--- src/rtl/stack_pkg.sv ---
// Shared definitions for the stack-machine front end (fetch and execute).
//   - opcode constants OP_ADD..OP_CAR
//   - fetch FSM state encodings
//   - ins_t payload of one decoded instruction
//   - has_operand / is_illegal length helpers
package stack_pkg;

    localparam int unsigned DATA_W  = 8;
    localparam int unsigned ADDR_W  = 8;
    localparam int unsigned STATE_W = 2;

    typedef logic [DATA_W-1:0] byte_t;
    typedef logic [ADDR_W-1:0] addr_t;

    localparam byte_t OP_ADD = 8'd0;
    localparam byte_t OP_SUB = 8'd1;
    localparam byte_t OP_AND = 8'd2;
    localparam byte_t OP_ORR = 8'd3;
    localparam byte_t OP_XOR = 8'd4;
    localparam byte_t OP_NOT = 8'd5;
    localparam byte_t OP_DUP = 8'd6;
    localparam byte_t OP_DRP = 8'd7;
    localparam byte_t OP_PSI = 8'd8;
    localparam byte_t OP_PSH = 8'd9;
    localparam byte_t OP_STR = 8'd10;
    localparam byte_t OP_LDR = 8'd11;
    localparam byte_t OP_JPZ = 8'd12;
    localparam byte_t OP_JPN = 8'd13;
    localparam byte_t OP_FIN = 8'd14;
    localparam byte_t OP_JMP = 8'd15;
    localparam byte_t OP_CAL = 8'd16;
    localparam byte_t OP_RET = 8'd17;
    localparam byte_t OP_CAR = 8'd18;

    localparam logic [STATE_W-1:0] S_OPC   = 2'd0;
    localparam logic [STATE_W-1:0] S_OPR   = 2'd1;
    localparam logic [STATE_W-1:0] S_ISSUE = 2'd2;
    localparam logic [STATE_W-1:0] S_HALT  = 2'd3;

    typedef struct packed {
        byte_t opcode;
        byte_t operand;
        addr_t pc;
    } ins_t;

    // Two-byte instructions carry an immediate/address byte after the opcode.
    function automatic logic has_operand(input byte_t op);
        case (op)
            OP_PSI, OP_PSH, OP_STR, OP_JPZ, OP_JPN, OP_CAL, OP_CAR: has_operand = 1'b1;
            default:                                                has_operand = 1'b0;
        endcase
    endfunction

    function automatic logic is_illegal(input byte_t op);
        is_illegal = (op > OP_CAR);
    endfunction

endpackage

--- src/rtl/fetch_sequencer_if.sv ---
// Fetch-stage bus bundle: program-memory port, instruction issue handshake,
// redirect input and halt status.
//   master : fetch_sequencer side
//   slave  : memory / execute side
// Optional: FETCH_ILLEGAL_TRAP_EN adds the illegal status flag.
interface fetch_sequencer_if;

    logic [stack_pkg::ADDR_W-1:0] mem_addr;
    logic [stack_pkg::DATA_W-1:0] mem_data;
    logic                         ins_valid;
    logic                         ins_ready;
    logic [stack_pkg::DATA_W-1:0] ins_opcode;
    logic [stack_pkg::DATA_W-1:0] ins_operand;
    logic [stack_pkg::ADDR_W-1:0] ins_pc;
    logic                         redirect_valid;
    logic [stack_pkg::ADDR_W-1:0] redirect_addr;
    logic                         halted;
`ifdef FETCH_ILLEGAL_TRAP_EN
    logic                         illegal;

    modport master (
        output mem_addr, input mem_data,
        output ins_valid, input ins_ready, output ins_opcode, ins_operand, ins_pc,
        input redirect_valid, redirect_addr,
        output halted, illegal
    );

    modport slave (
        input mem_addr, output mem_data,
        input ins_valid, output ins_ready, input ins_opcode, ins_operand, ins_pc,
        output redirect_valid, redirect_addr,
        input halted, illegal
    );
`else
    modport master (
        output mem_addr, input mem_data,
        output ins_valid, input ins_ready, output ins_opcode, ins_operand, ins_pc,
        input redirect_valid, redirect_addr,
        output halted
    );

    modport slave (
        input mem_addr, output mem_data,
        input ins_valid, output ins_ready, input ins_opcode, ins_operand, ins_pc,
        output redirect_valid, redirect_addr,
        input halted
    );
`endif

endinterface

--- src/rtl/op_length_decode.sv ---
// Instruction length decode for the fetch FSM (combinational).
//   opcode      : byte currently on the program-memory read port
//   has_operand : opcode is followed by an operand byte
//   illegal     : opcode outside OP_ADD..OP_CAR (only with FETCH_ILLEGAL_TRAP_EN)
module op_length_decode
    import stack_pkg::*;
(
    input  byte_t opcode,
`ifdef FETCH_ILLEGAL_TRAP_EN
    output logic  illegal,
`endif
    output logic  has_operand
);

    assign has_operand = stack_pkg::has_operand(opcode);

`ifdef FETCH_ILLEGAL_TRAP_EN
    assign illegal = is_illegal(opcode);
`endif

endmodule

--- src/rtl/fetch_sequencer.sv ---
// Instruction fetch sequencer: reads opcode (and operand) bytes from a
// combinational program ROM, presents one instruction at a time on a
// valid/ready handshake, follows redirects, and stops after FIN retires.
//   clk, rst : clock, asynchronous active-high reset
//   bus      : fetch_sequencer_if.master (memory, issue, redirect, halted)
// Optional: FETCH_ILLEGAL_TRAP_EN halts on an out-of-range opcode and raises illegal.
module fetch_sequencer
    import stack_pkg::*;
(
    input  logic              clk,
    input  logic              rst,
    fetch_sequencer_if.master bus
);

    logic [STATE_W-1:0] state_q, state_d;
    addr_t              pc_q, pc_d;
    ins_t               ins_q, ins_d;
    logic               ins_valid_q, ins_valid_d;
    logic               halted_q, halted_d;
    logic               has_opr_c;

`ifdef FETCH_ILLEGAL_TRAP_EN
    logic               illegal_q, illegal_d;
    logic               illegal_c;
`endif

    op_length_decode u_op_length_decode (
        .opcode      (bus.mem_data),
`ifdef FETCH_ILLEGAL_TRAP_EN
        .illegal     (illegal_c),
`endif
        .has_operand (has_opr_c)
    );

    // Next-state logic; a redirect overrides everything except halt.
    always_comb begin
        state_d = state_q;
        pc_d    = pc_q;
        ins_d   = ins_q;
`ifdef FETCH_ILLEGAL_TRAP_EN
        illegal_d = illegal_q;
`endif

        case (state_q)
            S_OPC: begin
                ins_d.opcode  = bus.mem_data;
                ins_d.operand = '0;
                ins_d.pc      = pc_q;
                pc_d          = pc_q + ADDR_W'(1);
`ifdef FETCH_ILLEGAL_TRAP_EN
                if (illegal_c) begin
                    state_d   = S_HALT;
                    illegal_d = 1'b1;
                end else
`endif
                state_d = has_opr_c ? S_OPR : S_ISSUE;
            end
            S_OPR: begin
                ins_d.operand = bus.mem_data;
                pc_d          = pc_q + ADDR_W'(1);
                state_d       = S_ISSUE;
            end
            S_ISSUE: begin
                if (bus.ins_ready) begin
                    state_d = (ins_q.opcode == OP_FIN) ? S_HALT : S_OPC;
                end
            end
            S_HALT: begin
                state_d = S_HALT;
            end
            default: begin
                state_d = S_OPC;
            end
        endcase

        // Discards any partial or un-handshaked instruction; beats FIN on a handshake.
        if (bus.redirect_valid && (state_q != S_HALT)) begin
            pc_d    = bus.redirect_addr;
            state_d = S_OPC;
`ifdef FETCH_ILLEGAL_TRAP_EN
            illegal_d = 1'b0;
`endif
        end

        ins_valid_d = (state_d == S_ISSUE);
        halted_d    = (state_d == S_HALT);
    end

    always_ff @(posedge clk or posedge rst) begin
        if (rst) begin
            state_q     <= S_OPC;
            pc_q        <= '0;
            ins_q       <= '0;
            ins_valid_q <= 1'b0;
            halted_q    <= 1'b0;
`ifdef FETCH_ILLEGAL_TRAP_EN
            illegal_q   <= 1'b0;
`endif
        end else begin
            state_q     <= state_d;
            pc_q        <= pc_d;
            ins_q       <= ins_d;
            ins_valid_q <= ins_valid_d;
            halted_q    <= halted_d;
`ifdef FETCH_ILLEGAL_TRAP_EN
            illegal_q   <= illegal_d;
`endif
        end
    end

    // ROM is read-only, so the address simply tracks pc in every state.
    assign bus.mem_addr    = pc_q;
    assign bus.ins_valid   = ins_valid_q;
    assign bus.ins_opcode  = ins_q.opcode;
    assign bus.ins_operand = ins_q.operand;
    assign bus.ins_pc      = ins_q.pc;
    assign bus.halted      = halted_q;
`ifdef FETCH_ILLEGAL_TRAP_EN
    assign bus.illegal     = illegal_q;
`endif

endmodule

--- src/flat_wrapper.sv ---
// flat-port wrapper written by rule: the top's interface ports become plain ports
module fetch_sequencer_flat import stack_pkg::*;
  (clk, rst, bus_mem_addr, bus_mem_data, bus_ins_valid, bus_ins_ready, bus_ins_opcode, bus_ins_operand, bus_ins_pc, bus_redirect_valid, bus_redirect_addr, bus_halted);
  fetch_sequencer_if bus_i ();
  input  logic clk;
  input  logic rst;
  output wire logic [$bits(bus_i.mem_addr)-1:0] bus_mem_addr;
  input wire logic [$bits(bus_i.mem_data)-1:0] bus_mem_data;
  output wire logic [$bits(bus_i.ins_valid)-1:0] bus_ins_valid;
  input wire logic [$bits(bus_i.ins_ready)-1:0] bus_ins_ready;
  output wire logic [$bits(bus_i.ins_opcode)-1:0] bus_ins_opcode;
  output wire logic [$bits(bus_i.ins_operand)-1:0] bus_ins_operand;
  output wire logic [$bits(bus_i.ins_pc)-1:0] bus_ins_pc;
  input wire logic [$bits(bus_i.redirect_valid)-1:0] bus_redirect_valid;
  input wire logic [$bits(bus_i.redirect_addr)-1:0] bus_redirect_addr;
  output wire logic [$bits(bus_i.halted)-1:0] bus_halted;
  assign bus_mem_addr = bus_i.mem_addr;
  assign bus_i.mem_data = bus_mem_data;
  assign bus_ins_valid = bus_i.ins_valid;
  assign bus_i.ins_ready = bus_ins_ready;
  assign bus_ins_opcode = bus_i.ins_opcode;
  assign bus_ins_operand = bus_i.ins_operand;
  assign bus_ins_pc = bus_i.ins_pc;
  assign bus_i.redirect_valid = bus_redirect_valid;
  assign bus_i.redirect_addr = bus_redirect_addr;
  assign bus_halted = bus_i.halted;
  fetch_sequencer u_core (.clk(clk), .rst(rst), .bus(bus_i));
endmodule
--- config.mk ---
export PLATFORM = sky130hd
export DESIGN_NAME = fetch_sequencer_flat
export DESIGN_NICKNAME = d
export VERILOG_FILES = /design/src/rtl/stack_pkg.sv /design/src/rtl/fetch_sequencer_if.sv /design/src/rtl/op_length_decode.sv /design/src/rtl/fetch_sequencer.sv /design/src/flat_wrapper.sv
export SDC_FILE = /design/constraint.sdc
export NUM_CORES = 1
export LEC_CHECK = 0
export ABC_CLOCK_PERIOD_IN_PS = 1540
export BUFFER_PORTS_ARGS = -buffer_cell sky130_fd_sc_hd__buf_2
export CORE_MARGIN = 2
export CORE_UTILIZATION = 30
export CTS_CLUSTER_DIAMETER = 100
export DETAILED_ROUTE_END_ITERATION = 10
export PLACE_DENSITY_LB_ADDON = 0.12
export SLEW_MARGIN = 20
export SYNTH_ARGS = -nofsm -noshare
export SYNTH_HDL_FRONTEND = slang
export SYNTH_SLANG_ARGS = --single-unit
--- constraint.sdc ---
create_clock -name clk -period 1.54 [get_ports clk]
set_clock_uncertainty 0.2 [all_clocks]
set_input_delay 0.462 -clock clk [delete_from_list [all_inputs] [get_ports clk]]
set_output_delay 0.462 -clock clk [all_outputs]
set_load 0.1 [all_outputs]
Word-level counts from Yosys, hierarchy flattened
Index checks and enable logic that the tools add are counted.
{"block": "totals", "in_bits": 20, "output_inout_bits": 34, "register_bits": 36}
{"block": "op_classes", "n_reduce_logical": 6, "mux": 9, "eq_ne": 14, "addsub": 1}
{"operator": "== test 8 x 4 -> 1 bit, second input constant", "count": 6}
{"operator": "== test 8 x 5 -> 1 bit, second input constant", "count": 2}
{"operator": "2-to-1 mux 8 bit", "count": 2}
{"operator": "one-hot mux 8 bit (2 select lines)", "count": 1}
{"operator": "adder 8 x 1 -> 8 bit, second input constant", "count": 1}
{"operator": "== test 2 bit, second input constant", "count": 4}
{"operator": "2-to-1 mux 2 bit", "count": 4}
{"operator": "one-hot mux 2 bit (4 select lines)", "count": 1}
{"operator": "OR reduction 7 bit", "count": 1}
{"operator": "nonzero test 2 bit", "count": 2}
{"operator": "== test 2 x 1 -> 1 bit, second input constant", "count": 1}
{"operator": "logical NOT 2 bit", "count": 1}
{"operator": "!= test 2 bit, second input constant", "count": 1}
{"operator": "OR reduction 2 bit", "count": 1}
{"operator": "logical AND 1 bit", "count": 1}
{"operator": "2-to-1 mux 1 bit", "count": 1}

Depth between registers and ports, before layout
Gate-level depths: netlist of the first run.
{"block": "depth", "depth_word": 7, "ltp_mapped": 5, "depth_no_buf": 4}

Modules after synthesis
Synthesis of the first run repeated with hierarchy kept, for this count alone.
{"block": "hier_totals", "cells_unflattened": 142, "hier_area_um2": 1596.5}
{"mod": "fetch_sequencer", "n_inst": 1, "seq_area_each_um2": 900.9, "area_each_um2": 1559.0, "cells_each": 137}
{"mod": "op_length_decode", "n_inst": 1, "seq_area_each_um2": 0.0, "area_each_um2": 37.5, "cells_each": 5}

Worst setup path before layout of the first run
No wires, ideal clock.
{"block": "synth_timing", "path_type": "register to register", "startpoint": "register u_core.pc_q[0] (netlist: u_core.bus.mem_addr[0])", "endpoint": "register u_core.pc_q[6] (netlist: u_core.bus.mem_addr[6])", "setup_time_ns": 0.082, "arrival_ns": 1.919, "stages_incl_launch_ff": 5, "slack_ns": -0.661, "synth_period_minus_slack_ns": 2.201, "path_cell_list": "dfrtp_1 -> ha_1 -> nand2_1 -> or3_2 -> a31oi_1"}
{"block": "synth_between", "elab_chain_len": 3}
{"item": "start, declared", "line": "fetch_sequencer.sv:16", "text": "addr_t pc_q, pc_d;"}
{"item": "start signal, assigned", "line": "fetch_sequencer.sv:101", "text": "pc_q <= pc_d;"}
{"item": "adder 8 x 1 -> 8 bit", "line": "fetch_sequencer.sv:49, fetch_sequencer.sv:60"}
{"item": "2-to-1 mux 8 bit"}
{"item": "2-to-1 mux 8 bit", "line": "fetch_sequencer.sv:77", "text": "if (bus.redirect_valid && (state_q != S_HALT)) begin"}
Every way passes these cells. The select of a mux whose other input is x is not followed.
A chain may end at the register's enable or synchronous reset.

Final worst setup path of the first run
{"block": "layout_timing", "startpoint": "register u_core.pc_q[0] (netlist: u_core.bus.mem_addr[0])", "endpoint": "output port bus_mem_addr[0]"}
{"item": "end, declared", "line": "flat_wrapper.sv:7", "text": "output wire logic [$bits(bus_i.mem_addr)-1:0] bus_mem_addr;"}
No word-level cell between the ends.

==> results.yml, run 1 <==
timing:
  worstMarginPinSlew_ps: 269.6
  period_share_pct: 106.7
  setup_ws_ps: -103.9
  slew_violations: 0
  setup_viol: 30
  period_needed_ps: 1644
  relSlewSlack_pct: 81.95
  rsz0062_at_grt: "true"
  max_freq_mhz: 608.3
  hold_viol_final: 0
clock_tree:
  postCtsHoldBufs: 0
  clock_latency_ps: 290
  clkTransAtPathRegs_ps: 70
  cts_tree: "yes"
  cts.sinks: 36
  numCtsBuffers: 5
  htreeDepth: 2
  cts.path.max_buffers: 2
  root_buffer: "clkbuf_8"
global_route:
  grt_use_met3_pct: 7.059
  grtUsageMet1_pct: 17.00
  grt.total_usage_pct: 15.43
  grt_max_degree: 37
  grt_pass1_wl_microns: 7065
  first_global_vias: 1506
  grtUsageMet2_pct: 26.67
  gr-max-usage-layer: "met2"
  grt_remaining_overflow: 0
  antenna_found_initial: 0
drt:
  vias: 1362
  firstDrtPassIters: 4
  first_iter_violations: 38
  drc: 0
  wl_microns: 4268
  wl_per_cell_microns: 14.52
  via_per_inst: 4.633
  ant_nets: 0
layout:
  num-nets-final: 244
  n_antenna_cell: 0
  final_util_pct: 57.96
  final_cell_mix: "buf_12 (35), buf_4 (24), nand2_1 (23)"
  layout_commonest_cell: "buf_12"
  area_growth_pct: 85.71
  design_area_sq_um: 2960
  layout-drive-gt1-share_pct: 70.09
floorplanning:
  ioPinCount: 54
  die_h_microns: 76.90
  start_util_pct: 31.21
  die-area_sq_um: 5913
  placementRows: 26
  die_w_microns: 76.90
  core_sq_um: 5107
worst_setup_path:
  arrival_ps: 980
  start_kind: "register"
  reg2reg_from: "u_core.bus.ins_opcode[3]$_DFFE_PP0P_"
  crit_type: "reg2out"
  critPathRequiredTime_ps: 880
  cpPeakStageDelay_ps: 510
  critPathLaunch: "u_core.bus.mem_addr[0]$_DFFE_PP0P_"
  crit_fanout: 4
  crit_path_end_kind: "output pin"
  crit_chain: "buf_12"
  critPathBufInv: 1
  cp_slowest_cell: "dfrtp_4"
  cp_top_family: "flip-flops"
placed_design:
  portBuffers: 53
  dp_slack_ps: -32.79
  gp_congestion: 0.7344
  dp_hpwl_microns: 3025
  placed_cell_area_sq_um: 2650
power:
  leakagePower_nw: 1.261
  ir_drop_uv: 545.3
  power_density_nw_per_um2: 1195
  total_power_w: 0.003538
synth:
  syn_area_sq_um: 1594
  synth_edf_count: 0
  async_reset_ff_share_pct: 100.0
  ys_types: 34
  synth_nets: 158
  netlist_instances: 137
  synth_area_per_cell_sq_um: 11.64
  synth-warning-count: 0
  synth-main-ff-cell: "dfrtp_1"
  ys_seq_area_share_pct: 56.51
  ys_seq_elements: 36
flow_run:
  cap_violations: 0
run_status:
  violations: "negative setup slack"
  status: "finished, violations left"
worst_hold_path:
  hold_class: "in2async"
[path summary, 6_finish.rpt]
check | to | slack [ps] | depth (start not counted)
max in group asynchronous | u_core.bus.mem_addr[4]$_DFFE_PP0P_ | 910 | 3
max | bus_mem_addr[0] | -100 | 1
min reg2reg | u_core.bus.ins_operand[0]$_DFFE_PP0P_ | 340 | 2
max reg2reg | u_core.state_q[0]$_DFF_PP0_ | -40 | 4
min in group clk | u_core.bus.mem_addr[2]$_DFFE_PP0P_ | 180 | 3
min | u_core.bus.mem_addr[0]$_DFFE_PP0P_ | 30 | 3
[cell type report]
type / count / area (sq um)
repair buffers: 86 / 1066
clock buffers: 8 / 90.09
multi-input cells: 92 / 732.0
inverters: 2 / 7.507
fillers: 446 / 2147
flip-flops and latches: 36 / 977.2
well taps: 70 / 87.58
[repair_timing]
action	4_1_cts	5_1_grt
pin swaps	4	5
endpoints found under the setup margin	36	40
gates resized for setup	5	10
setup buffers	19	4
[metal layers]
| metal | share of wire (%) | wire length, microns | vias to the layer above |
|---|---|---|---|
| met5 | 0 | 0 | - |
| met4 | 1.2 | 50 | 0 |
| met3 | 8.5 | 364 | 5 |
| met2 | 53 | 2246 | 46 |
| met1 | 38 | 1607 | 658 |
| li1 | - | - | 653 |
[cells by family after synthesis]
| kind of cell | after synthesis | share of synthesized area (%) |
|---|---|---|
| AND/OR/NAND/NOR | 41 | 14.44 |
| multiplexers | 17 | 11.93 |
| buffers and inverters | 9 | 2.512 |
| XOR/XNOR | 5 | 2.748 |
| flip-flops | 36 | 56.51 |
| adder cells (fa/ha/maj) | 1 | 0.7848 |
| AO/OA/AOI/OAI | 28 | 11.07 |
[registers in the layout (all words and copies together) (netlist names)]
| register | count |
|---|---|
| u_core.bus.ins_opcode | 8 |
| u_core.bus.mem_addr | 8 |
| u_core.bus.ins_valid | 1 |
| u_core.state_q | 2 |
| u_core.bus.ins_operand | 8 |
| u_core.bus.ins_pc | 8 |
| u_core.bus.halted | 1 |
[stage by stage]
step | hold slack, ps | instances | setup TNS (ps)
2_1_floorplan | 325.1 | 137 | -1008
3_3_place_gp | 316.3 | 263 | 0
3_5_place_dp | 322.6 | 263 | -45.27
4_1_cts | 35.03 | 290 | -1582
5_1_grt | 47.49 | 294 | -2504
6_report | 28.61 | 294 | -1278
[worst reg2reg max path: stages, from the launching register on]
cell      delay, ps
dfrtp_4         500
buf_6           130
nor4bb_4        160
a32o_2          270
a31o_2          220
[power by group]
part | leakage (nW) | internal, W | switching (W)
Combinational | 0.813 | 0.000657 | 0.000983
Sequential | 0.403 | 0.00109 | 0.000127
Clock | 0.0455 | 0.000365 | 0.000322
Total | 1.26 | 0.00211 | 0.00143
[cells in the mapped netlist, types with 2 or more instances]
cell type	n	area [sq um]
or3_2	2	15.01
nor2_1	4	15.01
dfrtp_1	36	900.9
inv_1	2	7.510
a211oi_1	3	22.52
buf_2	2	10.01
nand4b_1	2	17.52
xor2_1	3	26.28
clkbuf_1	4	15.01
a31oi_1	3	18.77
xnor2_1	2	17.52
nand2_1	24	90.09
mux2_2	16	180.2
o21ai_0	14	70.07
(Power assumes the default switching activity.)
==> run 2, diff against run 1 <==
SKIP_CTS_REPAIR_TIMING = 1   (was not set)
==> results.yml, run 2 (synthesis results as in run 1) <==
timing:
  setup_ws_ps: -120.5
  whs_ps: 25.84
  rsz0062_at_grt: "true"
  setup_viol: 33
  slew_violations: 0
  max_freq_mhz: 602.2
  period_needed_ps: 1661
  period_share_pct: 107.8
  setup_tns_ps: -1471
  hold_viol_final: 0
  worstMarginPinSlew_ps: 309.6
  relSlewSlack_pct: 79.14
drt:
  via_per_inst: 4.669
  wl_met2_microns: 2187
  wl_met3_microns: 394
  firstDrtPassIters: 4
  wl_met1_microns: 1567
  wl_per_cell_microns: 14.79
  top_layer: "met4"
  ant_nets: 0
  first_iter_violations: 60
  drc: 0
  vias: 1326
  wl_microns: 4200
placed_design:
  dp_hpwl_microns: 3025
  gp_congestion: 0.7344
  dp_slack_ps: -32.79
  placed_cell_area_sq_um: 2650
  portBuffers: 53
worst_setup_path:
  cp_slowest_cell: "dfrtp_4"
  ff2ff_setup_slack_ps: -20
  r2r_cells: 4
  reg2reg_from: "u_core.bus.ins_opcode[2]$_DFFE_PP0P_"
  critPathBufInv: 1
  crit_cells: 1
  endpoint: "bus_mem_addr[3]"
  critPathLaunch: "u_core.bus.mem_addr[3]$_DFFE_PP0P_"
  reg2reg_to: "u_core.state_q[0]$_DFF_PP0_"
  cpPeakStageDelay_ps: 530
  critPathRequiredTime_ps: 880
  crit_fanout: 5
  crit_chain: "buf_12"
  start_kind: "register"
  arrival_ps: 1000
  crit_type: "reg2out"
  crit_path_end_kind: "output pin"
  cp_top_family: "flip-flops"
clock_tree:
  cts_tree: "yes"
  cts.sinks: 36
  htreeDepth: 2
  cts.path.max_buffers: 2
  clkTransAtPathRegs_ps: 70
  clock_latency_ps: 290
  numCtsBuffers: 5
  root_buffer: "clkbuf_8"
power:
  leakagePower_nw: 1.224
  power_density_nw_per_um2: 1200
  ir_drop_uv: 569.3
layout:
  final_cell_mix: "buf_12 (36), nand2_1 (21), dfrtp_2 (21)"
  fillers: 444
  layout_commonest_cell: "buf_12"
  num-nets-final: 234
  design_area_sq_um: 2922
  area_growth_pct: 83.28
  n_antenna_cell: 0
  layout-drive-gt1-share_pct: 70.56
global_route:
  first_global_vias: 1423
  grt_remaining_overflow: 0
  antenna_found_initial: 0
  grt_pass1_wl_microns: 6706
  grt_max_degree: 37
  grt.total_usage_pct: 14.73
floorplanning:
  placementRows: 26
  die_w_microns: 76.90
  start_util_pct: 31.21
  die_h_microns: 76.90
  core_sq_um: 5107
  die-area_sq_um: 5913
  ioPinCount: 54
flow_run:
  cap_violations: 0
run_status:
  violations: "negative setup slack"
  status: "finished, violations left"
worst_hold_path:
  hold_class: "in2async"
==> run 2: cell count changes in the layout (fill, tap and decap cells not counted), sizes merged <==
cell  change
buf      -10
==> run 2: power breakdown <==
part,internal [W],switching [W]
logic,0.000624,0.000965
clock network,0.000365,0.000323
registers,0.00109,0.000145
==> run 2: how the worst min path moves through the flow <==
| stage | to | cells past startpoint | from |
|---|---|---|---|
| detailed placement | u_core.bus.ins_operand[3]$_DFFE_PP0P_ | 2 | u_core.bus.ins_operand[3]$_DFFE_PP0P_ |
| global placement | u_core.bus.mem_addr[0]$_DFFE_PP0P_ | 3 | rst |
| finish | u_core.bus.ins_pc[0]$_DFFE_PP0P_ | 3 | rst |
| global route | u_core.bus.mem_addr[0]$_DFFE_PP0P_ | 3 | rst |
| floorplan | u_core.bus.ins_valid$_DFF_PP0_ | 1 | bus_redirect_valid |
| CTS | u_core.bus.ins_opcode[1]$_DFFE_PP0P_ | 3 | rst |
==> run 2: cell type report <==
type / instances / area (sq um) / share of cell area [%]
multi-input cells: 92 / 772.0 / 26.42
repair buffers: 76 / 988.4 / 33.83
flip-flops and latches: 36 / 975.9 / 33.40
inverters: 2 / 7.507 / 0.2570
well taps: 70 / 87.58 / 2.998
clock buffers: 8 / 90.09 / 3.084
==> run 2: layer usage <==
layer / global-route usage [%] / vias up
met2: 24.91 / 48
li1: - / 635
met5: 0 / -
met4: 4.364 / 0
met3: 7.176 / 5
met1: 16.32 / 638
==> run 2: worst register-to-register path: stages (launching register included) <==
cell and delay, ps:
dfrtp_4 490, buf_4 150, nor4bb_4 150, a32o_2 250
a31o_2 220
==> run 2: through the flow <==
| step | utilization, % | std cells | power [W] |
|---|---|---|---|
| final | 57.20 | 284 | 0.003507 |
| after global routing | 57.20 | 284 | 0.003656 |
| after CTS | 53.65 | 271 | 0.003448 |
| after detailed placement | 51.89 | 263 | 0.002744 |
| after global placement | 51.89 | 263 | 0.002723 |
| after floorplan | - | 137 | 0.002141 |
==> run 3, diff against run 2 <==
ABC_AREA = 1   (was not set)
==> results.yml, run 3 <==
power:
  power_density_nw_per_um2: 1339
  leakagePower_nw: 1.319
  seqPwrFrac_pct: 32.7
  switching_power_w: 0.001518
  total_power_w: 0.003718
  internal-power_w: 0.002200
  ir_drop_uv: 804.4
  clock_power_share_pct: 25.0
  p_sw_share_pct: 40.83
  pwr-share-comb_pct: 42.3
drt:
  first_iter_violations: 79
  ant_nets: 0
  wl_per_cell_microns: 12.58
  wl_microns: 4265
  via_per_inst: 4.392
  drc: 0
  firstDrtPassIters: 4
  vias: 1489
clock_tree:
  clkTransAtPathRegs_ps: 80
  numCtsBuffers: 5
  htreeDepth: 2
  root_buffer: "clkbuf_8"
  cts_tree: "yes"
  cts.path.max_buffers: 2
  cts.sinks: 36
  clock_latency_ps: 290
timing:
  period_needed_ps: 1653
  setup_ws_ps: -113.4
  setup_viol: 32
  worstMarginPinSlew_ps: 240.0
  hold_viol_final: 1
  setup_tns_ps: -874.9
  relSlewSlack_pct: 84.00
  whs_ps: -0.8993
  max_freq_mhz: 604.8
  period_share_pct: 107.4
  slew_violations: 0
  rsz0062_at_grt: "true"
flow_run:
  cap_violations: 0
global_route:
  grt_remaining_overflow: 0
  antenna_found_initial: 0
  grt_pass1_wl_microns: 6962
  grt_max_degree: 37
  grt.total_usage_pct: 14.95
  first_global_vias: 1388
floorplanning:
  ioPinCount: 54
  die_h_microns: 77.75
  die-area_sq_um: 6044
  core_sq_um: 5172
  start_util_pct: 31.54
  die_w_microns: 77.75
  placementRows: 26
synth:
  ys_seq_elements: 36
  yosysTopAreaCell: "dfrtp_1"
  synth-main-ff-cell: "dfrtp_1"
  syn_area_sq_um: 1632
  synth_area_per_cell_sq_um: 8.282
  yosysMostFrequentCell: "nand2_1"
  ys_seq_area_share_pct: 55.21
  netlist_instances: 197
  synth_top_cells_by_count: "nand2_1 (53), dfrtp_1 (36), inv_1 (26)"
  async_reset_ff_share_pct: 100.0
  synth_nets: 218
  ys_types: 22
  yosysTopAreaCellShare_pct: 55.21
  synth_edf_count: 0
  synth-warning-count: 0
  synth_area_leaders: "dfrtp_1 (55%), nand2_1 (12%), o21ai_0 (7.1%), inv_1 (6.0%), nor2_1 (3.9%)"
layout:
  final_cell_mix: "nand2_1 (53), buf_12 (35), dfrtp_2 (31)"
  layout-drive-gt1-share_pct: 47.21
  layout_commonest_cell: "nand2_1"
  n_antenna_cell: 0
  finalNonFillerCells: 339
  area_growth_pct: 70.17
  design_area_sq_um: 2776
  num-nets-final: 289
worst_setup_path:
  crit_path_end_kind: "output pin"
  cpPeakStageDelay_ps: 510
  crit_fanout: 5
  cp_slowest_cell: "dfrtp_4"
  crit_chain: "buf_12"
  critPathRequiredTime_ps: 880
  critPathBufInv: 1
  crit_type: "reg2out"
  start_kind: "register"
  arrival_ps: 990
  cp_top_family: "flip-flops"
placed_design:
  gp_congestion: 0.8234
  dp_slack_ps: 127.7
  dp.cells: 321
  dp_hpwl_microns: 3187
  placed_cell_area_sq_um: 2572
  portBuffers: 53
worst_hold_path:
  hold_class: "in2async"
run_status:
  status: "finished, violations left"
  violations: "negative hold slack, negative setup slack"
run 3: final timing paths:
path | to | slack [ps] | from | cells after the start
hold / removal | u_core.bus.ins_opcode[6]$_DFFE_PP0P_ | -0.9 | rst | 3
hold reg to reg | u_core.bus.ins_operand[0]$_DFFE_PP0P_ | 320 | u_core.bus.ins_operand[0]$_DFFE_PP0P_ | 2
min in group clk | u_core.bus.mem_addr[5]$_DFFE_PP0P_ | 160 | bus_redirect_addr[5] | 3
setup reg to reg | u_core.bus.mem_addr[6]$_DFFE_PP0P_ | 40 | u_core.bus.mem_addr[0]$_DFFE_PP0P_ | 7
max in group asynchronous | u_core.bus.mem_addr[2]$_DFFE_PP0P_ | 930 | rst | 3
setup / recovery | bus_mem_addr[0] | -110 | u_core.bus.mem_addr[0]$_DFFE_PP0P_ | 1
run 3: area by class of cell:
class | instances | area [sq um]
clock buffer | 7 | 96.34
clock inverter | 1 | 30.03
multi-input combinational | 126 | 594.3
sequential | 36 | 950.9
inverter | 31 | 116.4
tap | 70 | 87.58
fill | 473 | 2396
timing repair buffer | 68 | 900.9
run 3: kinds of logic after synthesis:
family	count (synthesis)	share of synthesized area (%)
AND/OR/NAND/NOR	90	23.47
flip-flops	36	55.21
buffers and inverters	35	8.512
AO/OA/AOI/OAI	34	11.35
multiplexers	1	0.6901
adder cells (fa/ha/maj)	1	0.7667
run 3: power groups by stage:
stage	sequential, W	clock (W)	combinational (W)
finish	0.00122	0.000929	0.00157
global route	0.00123	0.000987	0.00164
CTS	0.00123	0.000946	0.00152
detailed placement	0.00125	0	0.00152
global placement	0.00125	0	0.00152
floorplan	0.00193	0	0.000215
run 3: stage by stage:
stage / hold slack [ps] / utilization (%)
floorplan: 347.9 / -
global placement: 308.6 / 49.73
detailed placement: 311.4 / 49.73
CTS: 1.973 / 52.18
global route: 17.01 / 53.68
finish: -0.8993 / 53.68
run 3: layer usage:
metal	vias to the layer above	routed length, microns	share of wire [%]	GRT usage (%)
li1	757	-	-	-
met1	686	1974	46	19.20
met2	39	2034	48	23.88
met3	7	195	4.6	3.488
met4	0	61	1.4	6.786
met5	-	0	0	0
